==> config.mk <==
export PLATFORM = sky130hd
export DESIGN_NAME = mdio_master
export DESIGN_NICKNAME = d
export VERILOG_FILES = /design/src/rtl/mdio_master_pkg.sv /design/src/rtl/mdio_clk_gen.sv /design/src/rtl/mdio_master.sv
export SDC_FILE = /design/constraint.sdc
export NUM_CORES = 1
export LEC_CHECK = 0
export BUFFER_PORTS_ARGS = -buffer_cell sky130_fd_sc_hd__buf_4
export CAP_MARGIN = 0
export CORE_AREA = 5 5 123 78
export DETAILED_ROUTE_END_ITERATION = 10
export DIE_AREA = 0 0 128 83
export GPL_TIMING_DRIVEN = 0
export PLACE_DENSITY = 0.91
export SLEW_MARGIN = 20
export SYNTH_ARGS = -nofsm -noshare
export SYNTH_HDL_FRONTEND = slang
export SYNTH_SLANG_ARGS = --single-unit
==> constraint.sdc <==
create_clock -name clk -period 4.3 [get_ports clk]
set_clock_uncertainty 0.1 [all_clocks]
set_input_delay 0.645 -clock clk [delete_from_list [all_inputs] [get_ports clk]]
set_output_delay 0.645 -clock clk [all_outputs]
set_load 0.01 [all_outputs]
==> src/rtl/mdio_master_pkg.sv <==
// Shared constants, FSM state type and frame builder for the
// clause-22 MDIO management initiator.
package mdio_master_pkg;

    localparam logic [1:0] MDIO_ST    = 2'b01;
    localparam logic [1:0] MDIO_OP_WR = 2'b01;
    localparam logic [1:0] MDIO_OP_RD = 2'b10;
    localparam logic [1:0] MDIO_TA_WR = 2'b10;

    localparam int MDIO_PRE_BITS   = 32;
    localparam int MDIO_FRAME_BITS = 64;

    // Absolute bit index of the last bit of each frame field.
    localparam logic [5:0] BIT_PRE_END = 6'(MDIO_PRE_BITS - 1);
    localparam logic [5:0] BIT_HDR_END = 6'(MDIO_PRE_BITS + 13);
    localparam logic [5:0] BIT_TA_END  = 6'(MDIO_PRE_BITS + 15);
    localparam logic [5:0] BIT_LAST    = 6'(MDIO_FRAME_BITS - 1);

    typedef enum logic [2:0] {
        S_IDLE,
        S_PRE,
        S_HDR,
        S_TA,
        S_DATA,
        S_FIN
    } mdio_state_t;

    // Full 64-bit frame, MSB sent first. On reads the TA and data
    // positions are never driven, so they are filled with idle ones.
    function automatic logic [63:0] build_frame(
        input logic        rd,
        input logic [4:0]  pa,
        input logic [4:0]  ra,
        input logic [15:0] wd
    );
        logic [1:0]  op;
        logic [1:0]  ta;
        logic [15:0] dat;
        op  = rd ? MDIO_OP_RD : MDIO_OP_WR;
        ta  = rd ? 2'b11 : MDIO_TA_WR;
        dat = rd ? 16'hFFFF : wd;
        build_frame = {{MDIO_PRE_BITS{1'b1}}, MDIO_ST, op,
                       pa, ra, ta, dat};
    endfunction

endpackage

==> src/rtl/mdio_clk_gen.sv <==
// MDC divider: mdc low CLK_DIV cycles, high CLK_DIV cycles.
// Ports: clk, reset, run (hold mdc=0 while low), mdc,
//        mdc_rise / mdc_fall (high on the cycle before mdc changes).
module mdio_clk_gen #(
    parameter int CLK_DIV = 10
) (
    input  logic clk,
    input  logic reset,
    input  logic run,
    output logic mdc,
    output logic mdc_rise,
    output logic mdc_fall
);

    localparam logic [7:0] RELOAD = 8'(CLK_DIV - 1);

    logic [7:0] cnt;

    always_ff @(posedge clk) begin
        if (reset || !run) begin
            cnt <= RELOAD;
            mdc <= 1'b0;
        end else if (cnt == 8'd0) begin
            cnt <= RELOAD;
            mdc <= ~mdc;
        end else begin
            cnt <= cnt - 8'd1;
        end
    end

    // Look-ahead strobes let the frame logic update its registers
    // on the very edge where mdc toggles.
    assign mdc_rise = run && !mdc && (cnt == 8'd0);
    assign mdc_fall = run &&  mdc && (cnt == 8'd0);

endmodule

==> src/rtl/mdio_master.sv <==
// Clause-22 MDIO initiator: one read or write frame per start.
// Ports: clk, reset, start, op_read, phy_addr, reg_addr, wdata,
//        busy, done, rdata, mdc, mdio_o, mdio_oe, mdio_i,
//        rd_err (only when MDIO_RD_ERR_EN is defined).
module mdio_master
    import mdio_master_pkg::*;
#(
    parameter int CLK_DIV = 10
) (
    input  logic        clk,
    input  logic        reset,
    input  logic        start,
    input  logic        op_read,
    input  logic [4:0]  phy_addr,
    input  logic [4:0]  reg_addr,
    input  logic [15:0] wdata,
    output logic        busy,
    output logic        done,
    output logic [15:0] rdata,
    output logic        mdc,
    output logic        mdio_o,
    output logic        mdio_oe,
`ifdef MDIO_RD_ERR_EN
    output logic        rd_err,
`endif
    input  logic        mdio_i
);

    mdio_state_t state;
    logic [5:0]  bit_cnt;
    logic [63:0] tx_sh;
    logic [15:0] rx_sh;
    logic        op_rd_q;
    logic        mdio_meta;
    logic        mdio_s;
    logic [63:0] frame_d;
    logic        mdc_rise;
    logic        mdc_fall;
`ifdef MDIO_RD_ERR_EN
    logic        ta_q;
`endif

    assign frame_d = build_frame(op_read, phy_addr,
                                 reg_addr, wdata);

    mdio_clk_gen #(
        .CLK_DIV (CLK_DIV)
    ) u_clk_gen (
        .clk      (clk),
        .reset    (reset),
        .run      (busy),
        .mdc      (mdc),
        .mdc_rise (mdc_rise),
        .mdc_fall (mdc_fall)
    );

    // mdio_i is asynchronous; the bus idles high.
    always_ff @(posedge clk) begin
        if (reset) begin
            mdio_meta <= 1'b1;
            mdio_s    <= 1'b1;
        end else begin
            mdio_meta <= mdio_i;
            mdio_s    <= mdio_meta;
        end
    end

    always_ff @(posedge clk) begin
        if (reset) begin
            state   <= S_IDLE;
            busy    <= 1'b0;
            done    <= 1'b0;
            rdata   <= 16'h0000;
            mdio_o  <= 1'b1;
            mdio_oe <= 1'b0;
            bit_cnt <= 6'd0;
            tx_sh   <= 64'd0;
            rx_sh   <= 16'h0000;
            op_rd_q <= 1'b0;
`ifdef MDIO_RD_ERR_EN
            rd_err  <= 1'b0;
            ta_q    <= 1'b0;
`endif
        end else begin
            done <= 1'b0;
            unique case (state)
                S_IDLE, S_FIN: begin
                    state <= S_IDLE;
                    if (start) begin
                        state   <= S_PRE;
                        busy    <= 1'b1;
                        op_rd_q <= op_read;
                        bit_cnt <= 6'd0;
                        mdio_o  <= frame_d[63];
                        mdio_oe <= 1'b1;
                        tx_sh   <= {frame_d[62:0], 1'b1};
`ifdef MDIO_RD_ERR_EN
                        ta_q    <= 1'b0;
`endif
                    end
                end
                S_PRE, S_HDR, S_TA, S_DATA: begin
                    if (mdc_rise) begin
                        if (state == S_DATA)
                            rx_sh <= {rx_sh[14:0], mdio_s};
`ifdef MDIO_RD_ERR_EN
                        // Second TA bit: a PHY that answers pulls it low.
                        if (state == S_TA &&
                            bit_cnt == BIT_TA_END)
                            ta_q <= mdio_s;
`endif
                    end
                    if (mdc_fall) begin
                        if (bit_cnt == BIT_LAST) begin
                            state   <= S_FIN;
                            busy    <= 1'b0;
                            done    <= 1'b1;
                            mdio_o  <= 1'b1;
                            mdio_oe <= 1'b0;
                            if (op_rd_q)
                                rdata <= rx_sh;
`ifdef MDIO_RD_ERR_EN
                            rd_err  <= op_rd_q & ta_q;
`endif
                        end else begin
                            bit_cnt <= bit_cnt + 6'd1;
                            mdio_o  <= tx_sh[63];
                            tx_sh   <= {tx_sh[62:0], 1'b1};
                            if (bit_cnt == BIT_PRE_END)
                                state <= S_HDR;
                            if (bit_cnt == BIT_HDR_END) begin
                                state <= S_TA;
                                // Hand the bus to the PHY for TA.
                                if (op_rd_q)
                                    mdio_oe <= 1'b0;
                            end
                            if (bit_cnt == BIT_TA_END)
                                state <= S_DATA;
                        end
                    end
                end
                default: begin
                    state <= S_IDLE;
                    busy  <= 1'b0;
                end
            endcase
        end
    end

endmodule

# ---- Word-level counts from Yosys, hierarchy flattened
# Cells that the tools add are included.
dict set report word_totals {
  word_cells 88
  ff_bits 121
  out_inout_bits 21
  in_bits 31
}
dict set report op_classes {
  eq_ne 16
  add_sub_neg 2
  mux 31
  bitwise_logic 3
  n_reduce_logical 22
}
# operator n
set op_table {}
lappend op_table {{two-way mux 64 bit} 3}
lappend op_table {{case mux 64 bit (2 select lines)} 1}
lappend op_table {{== test 6 bit, second input constant} 3}
lappend op_table {{two-way mux 6 bit} 3}
lappend op_table {{two-way mux 16 bit} 1}
lappend op_table {{two-way mux 3 bit} 5}
lappend op_table {{two-way mux 1 bit} 12}
lappend op_table {{case mux 6 bit (2 select lines)} 1}
lappend op_table {{AND reduction 3 bit} 3}
lappend op_table {{zero test 8 bit} 1}
lappend op_table {{!= test 2 bit, second input constant} 4}
lappend op_table {{AND reduction 4 bit} 2}
lappend op_table {{subtractor 8 x 1 -> 8 bit, second input constant} 1}
lappend op_table {{adder 6 x 1 -> 6 bit, second input constant} 1}
lappend op_table {{== test 3 x 2 -> 1 bit, second input constant} 2}
lappend op_table {{== test 3 bit, second input constant} 2}
lappend op_table {{== test 6 x 5 -> 1 bit, second input constant} 1}
lappend op_table {{!= test 3 bit, second input constant} 2}
lappend op_table {{case mux 1 bit (2 select lines)} 3}
lappend op_table {{case mux 3 bit (2 select lines)} 1}
lappend op_table {{!= test 5 bit, second input constant} 1}
lappend op_table {{AND reduction 5 bit} 1}
lappend op_table {{logical AND 1 bit} 4}
lappend op_table {{AND reduction 2 bit} 2}
lappend op_table {{10 further kinds} 14}

# ---- Longest topological paths before layout
# Gate-level depths: netlist of run 1.
dict set report depth {
  word_depth 7
  depth_mapped 9
  depth_no_buf 7
}

# ---- Hierarchy
# A second synthesis of run 1 with hierarchy kept.
dict set report hier_totals {
  hier_cells 562
  area_unflattened_um2 4850.9
}
# mod cells_each n_inst seq_area_each_um2 area_each_um2
set by_module_without_submodules {}
lappend by_module_without_submodules {mdio_master 513 1 2242.2 4416.7}
lappend by_module_without_submodules {mdio_clk_gen 49 1 180.2 434.2}

# ---- Least setup slack after synthesis of run 1
# Ideal clock, no wire load.
dict set report synth_timing {
  path_type {register -> register}
  start {register state[2]}
  end {register tx_sh[36]}
  required_ps 4068
  n_path_buf 4
  period_less_slack_ps 2214
  path_stages_with_launch 10
  t_arrival_ps 1982
  setup_slack_ps 2086
  setup_time_ps 132
  path_cell_list {dfxtp_1 buf_2 or3_4 and2_1 buf_2 a211o_1 buf_2 buf_6 nor4_1 nor3_1}
}
dict set report synth_via {
  elab_chain_len 4
  word_cells_on_any_way 14
  classes_between {eq/ne (8); mux (1); reduce/logical (5)}
}
# item line
set synth_rtl {}
lappend synth_rtl {{start, declared} mdio_master.sv:29} ;# mdio_state_t state;
lappend synth_rtl {{start signal, assigned} mdio_master.sv:70} ;# state <= S_IDLE;
lappend synth_rtl {{start signal, assigned} mdio_master.sv:88} ;# state <= S_IDLE;
lappend synth_rtl {{start signal, assigned} mdio_master.sv:90} ;# state <= S_PRE;
lappend synth_rtl {{== test 3 bit (tied with other cells)} mdio_master.sv:86} ;# unique case (state)
lappend synth_rtl {{OR reduction 4 bit / OR reduction 2 bit (equally long branches)} mdio_master.sv:86}
lappend synth_rtl {{!= test 2 bit (no line) / nonzero test 2 bit (equally long branches)} -}
lappend synth_rtl {{AND reduction 4 bit (no line)} -}
lappend synth_rtl {{end signal, assigned} mdio_master.sv:96} ;# tx_sh <= {frame_d[62:0], 1'b1};
lappend synth_rtl {{end signal, assigned} mdio_master.sv:128} ;# tx_sh <= {tx_sh[62:0], 1'b1};
lappend synth_rtl {{end, declared} mdio_master.sv:31} ;# logic [63:0] tx_sh;
# Several ways; a longest one is shown, not always the timed one.
# A chain may end at the register's enable or synchronous reset.

# ---- Worst setup path after layout of run 1
dict set report layout_timing {
  start {register state[1]}
  end {register tx_sh[1]}
}
# The elaborated chain is that of the path after synthesis.

==> flow_metrics.env, run 1 <==
export IMPL_holdCritPathClass="input port to flip-flop"
export IMPL_cts_root_buf="clkbuf_16"
export IMPL_grt_pass1_wl_um=22200
export IMPL_grt_overflow=0
export IMPL_grtUsageTotal=0.257
export IMPL_r2r_cells=7
export IMPL_p_sw_frac=0.368
export IMPL_regToRegStartpoint="state[1]"
export IMPL_avgRoutedWirePerCell_um=17.7
export IMPL_fmax_ghz=0.372
export IMPL_endpoint="tx_sh[1]"
export IMPL_max_vdd_ir_drop_uv=427
export IMPL_drt_vias_per_instance=6.35
export IMPL_placed_area_mm2=0.00564
export IMPL_seq_power_share=0.347
export IMPL_fin_tns_setup_ps=0
export IMPL_num_rows=26
export IMPL_route_met2_wl_um=6100
export IMPL_p_per_area_mw_per_mm2=719
export IMPL_ios=52
export IMPL_ys_warnings_count=0
export IMPL_drt_iter0_drc=709
export IMPL_hold_ws_ps=307
export IMPL_firstDrtPassIters=5
export IMPL_cts_tree="yes"
export IMPL_grt_pass1_vias=4658
export IMPL_finalNetCount=681
export IMPL_drive_gt1_frac=0.163
export IMPL_cts_num_sinks=121
export IMPL_rsz0062_at_grt="false"
export IMPL_diodes=0
export IMPL_timing_hold_violations_final=0
export IMPL_place_gp_congestion=0.891
export IMPL_htreeDepth=4
export IMPL_wl_met1_um=5970
export IMPL_totalWireLength_um=13700
export IMPL_p_sw_mw=1.64
export IMPL_internal_power_mw=2.81
export IMPL_start_kind="flip-flop"
export IMPL_synth_main_ff_cell="dfxtp_1"
export IMPL_synthMostInstantiatedCell="dfxtp_1"
export IMPL_r2r_setup_slack_ps=1610
export IMPL_port_buffer_count=50
export IMPL_top_layer="met4"
export IMPL_cts_clk_slew_worst_paths_ps=50
export IMPL_arrival_ps=2930
export IMPL_endpoint_kind="flip-flop"
export IMPL_synth_area_leaders="dfxtp_1 (47%), a21oi_1 (7.0%), mux2i_1 (6.8%), nor4_1 (4.3%), nor2_1 (3.7%)"
export IMPL_antenna_found_initial=0
export IMPL_hpwlAfterDp_um=9150
export IMPL_p_clk_frac=0.294
export IMPL_postRouteAntennaNets=0
export IMPL_cp_startpoint="state[1]"
export IMPL_synth_edf_count=0
export IMPL_synth_largest_area_cell="dfxtp_1"
export IMPL_layout_worst_path_cycle_share=0.625
export IMPL_synth_area_mm2=0.00513
export IMPL_setup_viol_count_final=0
export IMPL_outcome="completed"
export IMPL_num_vias=4888
export IMPL_drv_slew=0
export IMPL_syn_instance_count=577
export IMPL_crit_path_max_fanout=10
export IMPL_clk_path_buf_depth=2
export IMPL_initial_core_util=0.616
export IMPL_ys_ff_latch=121
export IMPL_drc=0
export IMPL_core_area_mm2=0.00833
export IMPL_tightest_slew_ps=635
export IMPL_syn_to_final_growth_pct=20.6
export IMPL_p_leak_nw=2.53
export IMPL_drv_cap=0
export IMPL_die_x_um=128
export IMPL_clk_insertion_delay_late_ps=420
export IMPL_seq_area_frac_synth=0.472
export IMPL_grt_max_degree=17
export IMPL_ctsResizeCount=0
export IMPL_slew_headroom=0.573
export IMPL_worstPathRequired_ps=4540
export IMPL_cts_buffers=17
export IMPL_reg2reg_to="tx_sh[1]"
export IMPL_cts_hold_buf=0
export IMPL_yosysTopAreaCellShare=0.472
export IMPL_path_class="flip-flop to flip-flop"
export IMPL_cts_setup_buffers=0
export IMPL_synth_avg_cell_area_um2=8.89
export IMPL_design_power_total_mw=4.45
export IMPL_yosysUniqueCellTypes=50
export IMPL_min_period_ps=2690
export IMPL_synthTopCellsByCount="dfxtp_1 (121), a21oi_1 (72), nor2_1 (51)"
export IMPL_fp_dieH_um=83
export IMPL_fill_cells=568
export IMPL_die_area_mm2=0.0106
export IMPL_dr_wl_met3_um=1320
export IMPL_comb_power_share=0.360
export IMPL_ys_async_sr_fraction=0
export IMPL_design_area_mm2=0.00618
export IMPL_syn_nets=612
worst max-delay path, cell delays in order, from the launching register on:
cell       delay [ps]
dfxtp_1           300
clkbuf_1          180
or3_4             390
nand2_1           180
clkbuf_1          510
buf_1             530
o2111ai_1         210
a21oi_1           200
flip-flops by register name, indices dropped and copies added (netlist names), 3 cells and up:
register and cells:
tx_sh 64, u_clk_gen.cnt 8, rdata 16, state 3, bit_cnt 6, rx_sh 16
power by group through the flow:
stage / combinational (mW) / sequential (mW) / clock [mW]
after floorplan: 1.17 / 1.51 / 0
after global placement: 1.45 / 1.53 / 0
after detailed placement: 1.53 / 1.54 / 0
after CTS: 1.55 / 1.53 / 1.32
after global routing: 1.74 / 1.56 / 1.36
final: 1.60 / 1.54 / 1.31
cells by family after synthesis:
| family | count (synthesis) | synth area share |
|---|---|---|
| DFF | 121 | 0.472 |
| adders and majority gates | 4 | 0.00976 |
| xor gates and xnor gates | 7 | 0.0120 |
| muxes | 35 | 0.0683 |
| AOI/OAI and AO/OA | 144 | 0.176 |
| buffers and inverters | 67 | 0.0593 |
| and+or+nand+nor | 199 | 0.203 |
cell usage in the layout (no fill, tap or decap), drive strengths merged, types with 4 or more instances in the layout:
cell type and n:
a21oi 72, buf 73, clkbuf 60, ha 4
a311oi 13, o21ai 23, and2 4, mux2i 35
inv 6, nor2 51, nand2 27, o31ai 4
nand4 8, xor2 4, nor3 35, clkinv 6
or3 20, nor4 36, dfxtp 121, o2111ai 17
metal layers:
layer,vias to the layer above,GRT usage
met2,267,0.380
li1,2259,-
met4,0,0.106
met1,2324,0.345
met5,-,0
met3,38,0.0865
stage by stage:
| step | utilization | worst slack, ps | std cells |
|---|---|---|---|
| floorplan | - | 2090 | 577 |
| global placement | 0.678 | 1850 | 739 |
| global route | 0.742 | 1500 | 770 |
| CTS | 0.742 | 1710 | 770 |
| detailed placement | 0.678 | 1760 | 739 |
| finish | 0.742 | 1610 | 770 |
worst min-delay path by stage:
stage	cells after the start	start	endpoint
global placement	1	mdio_meta	mdio_s
floorplan	1	mdio_meta	mdio_s
global route	2	mdio_i	mdio_meta
CTS	2	mdio_i	mdio_meta
finish	2	mdio_i	mdio_meta
detailed placement	1	mdio_meta	mdio_s
cell type report:
class	instances	area [um^2]	area share
Multi-Input combinational cell	389	2400	0.388
Inverter	6	22.5	0.00364
Clock buffer	22	464	0.0751
Sequential cell	121	2420	0.392
Clock inverter	9	75.1	0.0121
Buffer	61	282	0.0455
Timing Repair Buffer	50	375	0.0607
Tap cell	112	140	0.0227
Power figures use the tool's default switching activity.
==> run 2: changes to the inputs <==
ABC_AREA = 1   (was not set)
CORE_AREA = 5 5 129 82   (was 5 5 123 78)
DIE_AREA = 0 0 134 87   (was 0 0 128 83)
PLACE_DENSITY = 0.87   (was 0.91)
clock period = 2.5 ns   (was 4.3 ns; I/O delays follow)
==> flow_metrics.env, run 2 <==
export IMPL_outcome="completed"
export IMPL_ios=52
export IMPL_layout_worst_path_cycle_share=0.815
export IMPL_internal_power_mw=5.49
export IMPL_drv_slew=0
export IMPL_holdPathEnd="mdio_meta"
export IMPL_timing_hold_violations_final=0
export IMPL_place_gp_congestion=0.913
export IMPL_port_buffer_count=51
export IMPL_hpwlAfterDp_um=8500
export IMPL_arrival_ps=2220
export IMPL_dp_cells=915
export IMPL_grt_max_degree=17
export IMPL_p_clk_frac=0.285
export IMPL_synthMostInstantiatedCell="nor2_1"
export IMPL_path_class="flip-flop to flip-flop"
export IMPL_grtUsageTotal=0.234
export IMPL_ctsResizeCount=0
export IMPL_grt_pass1_vias=4749
export IMPL_synthTopCellsByCount="nor2_1 (199), nand2_1 (135), dfxtp_1 (121)"
export IMPL_postRouteAntennaNets=0
export IMPL_cts_num_sinks=121
export IMPL_multi_input_area_mm2=0.00242
export IMPL_reg2reg_to="rx_sh[12]"
export IMPL_seq_power_share=0.311
export IMPL_tightest_slew_ps=541
export IMPL_diodes=0
export IMPL_fin_tns_setup_ps=0
export IMPL_clk_insertion_delay_late_ps=410
export IMPL_worstPathRequired_ps=2680
export IMPL_cts_buffers=17
export IMPL_grt_pass1_wl_um=21700
export IMPL_seq_area_frac_synth=0.453
export IMPL_min_period_ps=2040
export IMPL_hold_start="mdio_i"
export IMPL_syn_instance_count=744
export IMPL_p_sw_frac=0.388
export IMPL_drt_iter0_drc=424
export IMPL_p_per_area_mw_per_mm2=1380
export IMPL_r2r_cells=9
export IMPL_syn_nets=779
export IMPL_drive_gt1_frac=0.157
export IMPL_endpoint_kind="flip-flop"
export IMPL_fp_dieH_um=87
export IMPL_cts_hold_buf=0
export IMPL_yosysTopAreaCellShare=0.453
export IMPL_die_area_mm2=0.0117
export IMPL_drv_cap=0
export IMPL_utilization=0.690
export IMPL_ys_ff_latch=121
export IMPL_synth_main_ff_cell="dfxtp_1"
export IMPL_synth_edf_count=0
export IMPL_synth_largest_area_cell="dfxtp_1"
export IMPL_p_sw_mw=3.48
export IMPL_drc=0
export IMPL_layout_common_cells="nor2_1 (199), nand2_1 (135), dfxtp_1 (121), inv_1 (64), buf_4 (58)"
export IMPL_rsz0062_at_grt="false"
export IMPL_comb_power_share=0.404
export IMPL_core_area_mm2=0.00942
export IMPL_holdCritPathClass="input port to flip-flop"
export IMPL_htreeDepth=4
export IMPL_grt_overflow=0
export IMPL_max_vdd_ir_drop_uv=719
export IMPL_num_rows=28
export IMPL_synth_avg_cell_area_um2=7.18
export IMPL_ys_warnings_count=0
export IMPL_cts_setup_buffers=0
export IMPL_start_kind="flip-flop"
export IMPL_r2r_setup_slack_ps=460
export IMPL_syn_to_final_growth_pct=21.6
export IMPL_finalNetCount=849
export IMPL_ff_latch_area_mm2=0.00242
export IMPL_design_power_total_mw=8.97
export IMPL_final_common_cell="nor2_1"
export IMPL_largest_reg_flops=64
export IMPL_slew_headroom=0.639
export IMPL_setup_viol_count_final=0
export IMPL_whs_path_depth=2
export IMPL_firstDrtPassIters=6
export IMPL_regToRegStartpoint="u_clk_gen.cnt[0]"
export IMPL_layoutNonFillerInstCount=947
export IMPL_cts_tree="yes"
export IMPL_die_x_um=134
export IMPL_initial_core_util=0.567
export IMPL_fmax_ghz=0.491
export IMPL_antenna_found_initial=0
export IMPL_synth_area_mm2=0.00535
export IMPL_largest_register="tx_sh"
export IMPL_ys_async_sr_fraction=0
export IMPL_cts_clk_slew_worst_paths_ps=50
export IMPL_design_area_mm2=0.00650
export IMPL_synth_area_leaders="dfxtp_1 (45%), nor2_1 (14%), nand2_1 (9.5%), o21bai_1 (5.9%), o21ai_0 (4.6%)"
export IMPL_num_vias=4936
export IMPL_totalWireLength_um=12800
export IMPL_clk_path_buf_depth=2
export IMPL_cts_root_buf="clkbuf_16"
export IMPL_crit_path_max_fanout=10
export IMPL_avgRoutedWirePerCell_um=13.5
export IMPL_p_leak_nw=2.89
export IMPL_largest_registers="tx_sh (64), rdata (16), rx_sh (16)"
export IMPL_fill_cells=746
export IMPL_drt_vias_per_instance=5.21
export IMPL_yosysUniqueCellTypes=29
export IMPL_placed_area_mm2=0.00588
[run 2: cell count changes after synthesis, sizes merged, moves of 22 or more]
| cell | delta |
|---|---|
| nor2 | +155 |
| nand2 | +115 |
| inv | +62 |
| a21oi | -43 |
| o21bai | +41 |
| mux2i | -35 |
| nor4 | -35 |
| nor3 | -31 |
| o21ai | +28 |
| clkbuf | -22 |
[run 2: cell families (layout without fill, tap and decap cells)]
logic type / after synthesis / after routing / share of synthesized area
fa+ha+maj: 4 / 4 / 0.00936
simple gates: 383 / 383 / 0.298
compound gates: 123 / 123 / 0.135
xor+xnor: 6 / 6 / 0.00983
buf+inv: 107 / 190 / 0.0941
flops: 121 / 121 / 0.453
[run 2: worst max-delay path, cell delays in order, from the launching register on]
cell and delay, ps:
dfxtp_1 330, inv_1 80, ha_1 150, nand2_1 50, nor2_1 180, and2_4 210
nand3_1 170, clkbuf_1 290, o21ai_0 270, a21oi_1 70
[run 2: worst max path at each step]
stage	from	endpoint	slack [ps]	depth (start not counted)
after floorplan	bit_cnt[0]	rdata[0]	920	9
after global placement	u_clk_gen.cnt[0]	rx_sh[13]	600	9
final	u_clk_gen.cnt[0]	rx_sh[12]	460	9
after CTS	u_clk_gen.cnt[0]	rx_sh[12]	510	9
after detailed placement	u_clk_gen.cnt[0]	rx_sh[8]	570	9
after global routing	u_clk_gen.cnt[0]	rx_sh[13]	300	9
[run 2: layer usage]
metal / GRT usage / share of wire / vias to the layer above
met4: 0.0980 / 0.016 / 0
met1: 0.311 / 0.47 / 2248
li1: - / - / 2460
met2: 0.363 / 0.43 / 204
met3: 0.0618 / 0.084 / 24
met5: 0 / 0 / -
[run 2: stage by stage]
step | hold slack [ps] | setup WS [ps]
3_5_place_dp | 302 | 568
5_1_grt | 51.0 | 304
3_3_place_gp | 293 | 596
6_report | 47.2 | 462
4_1_cts | 42.5 | 505
2_1_floorplan | 279 | 915
[run 2: area by class of cell]
type,count,area share
sequential,121,0.373
clock inverter,12,0.0268
multi-input combinational,516,0.372
buffer,39,0.0381
timing repair buffer,51,0.0589
tap,120,0.0231
clock buffer,20,0.0687
inverter,68,0.0393
[run 2: power groups by stage]
stage | combinational (mW) | sequential [mW] | clock, mW
detailed placement | 3.50 | 2.82 | 0
floorplan | 2.76 | 2.75 | 0
CTS | 3.57 | 2.79 | 2.57
finish | 3.62 | 2.79 | 2.56
global route | 4.13 | 2.86 | 2.66
global placement | 3.44 | 2.79 | 0
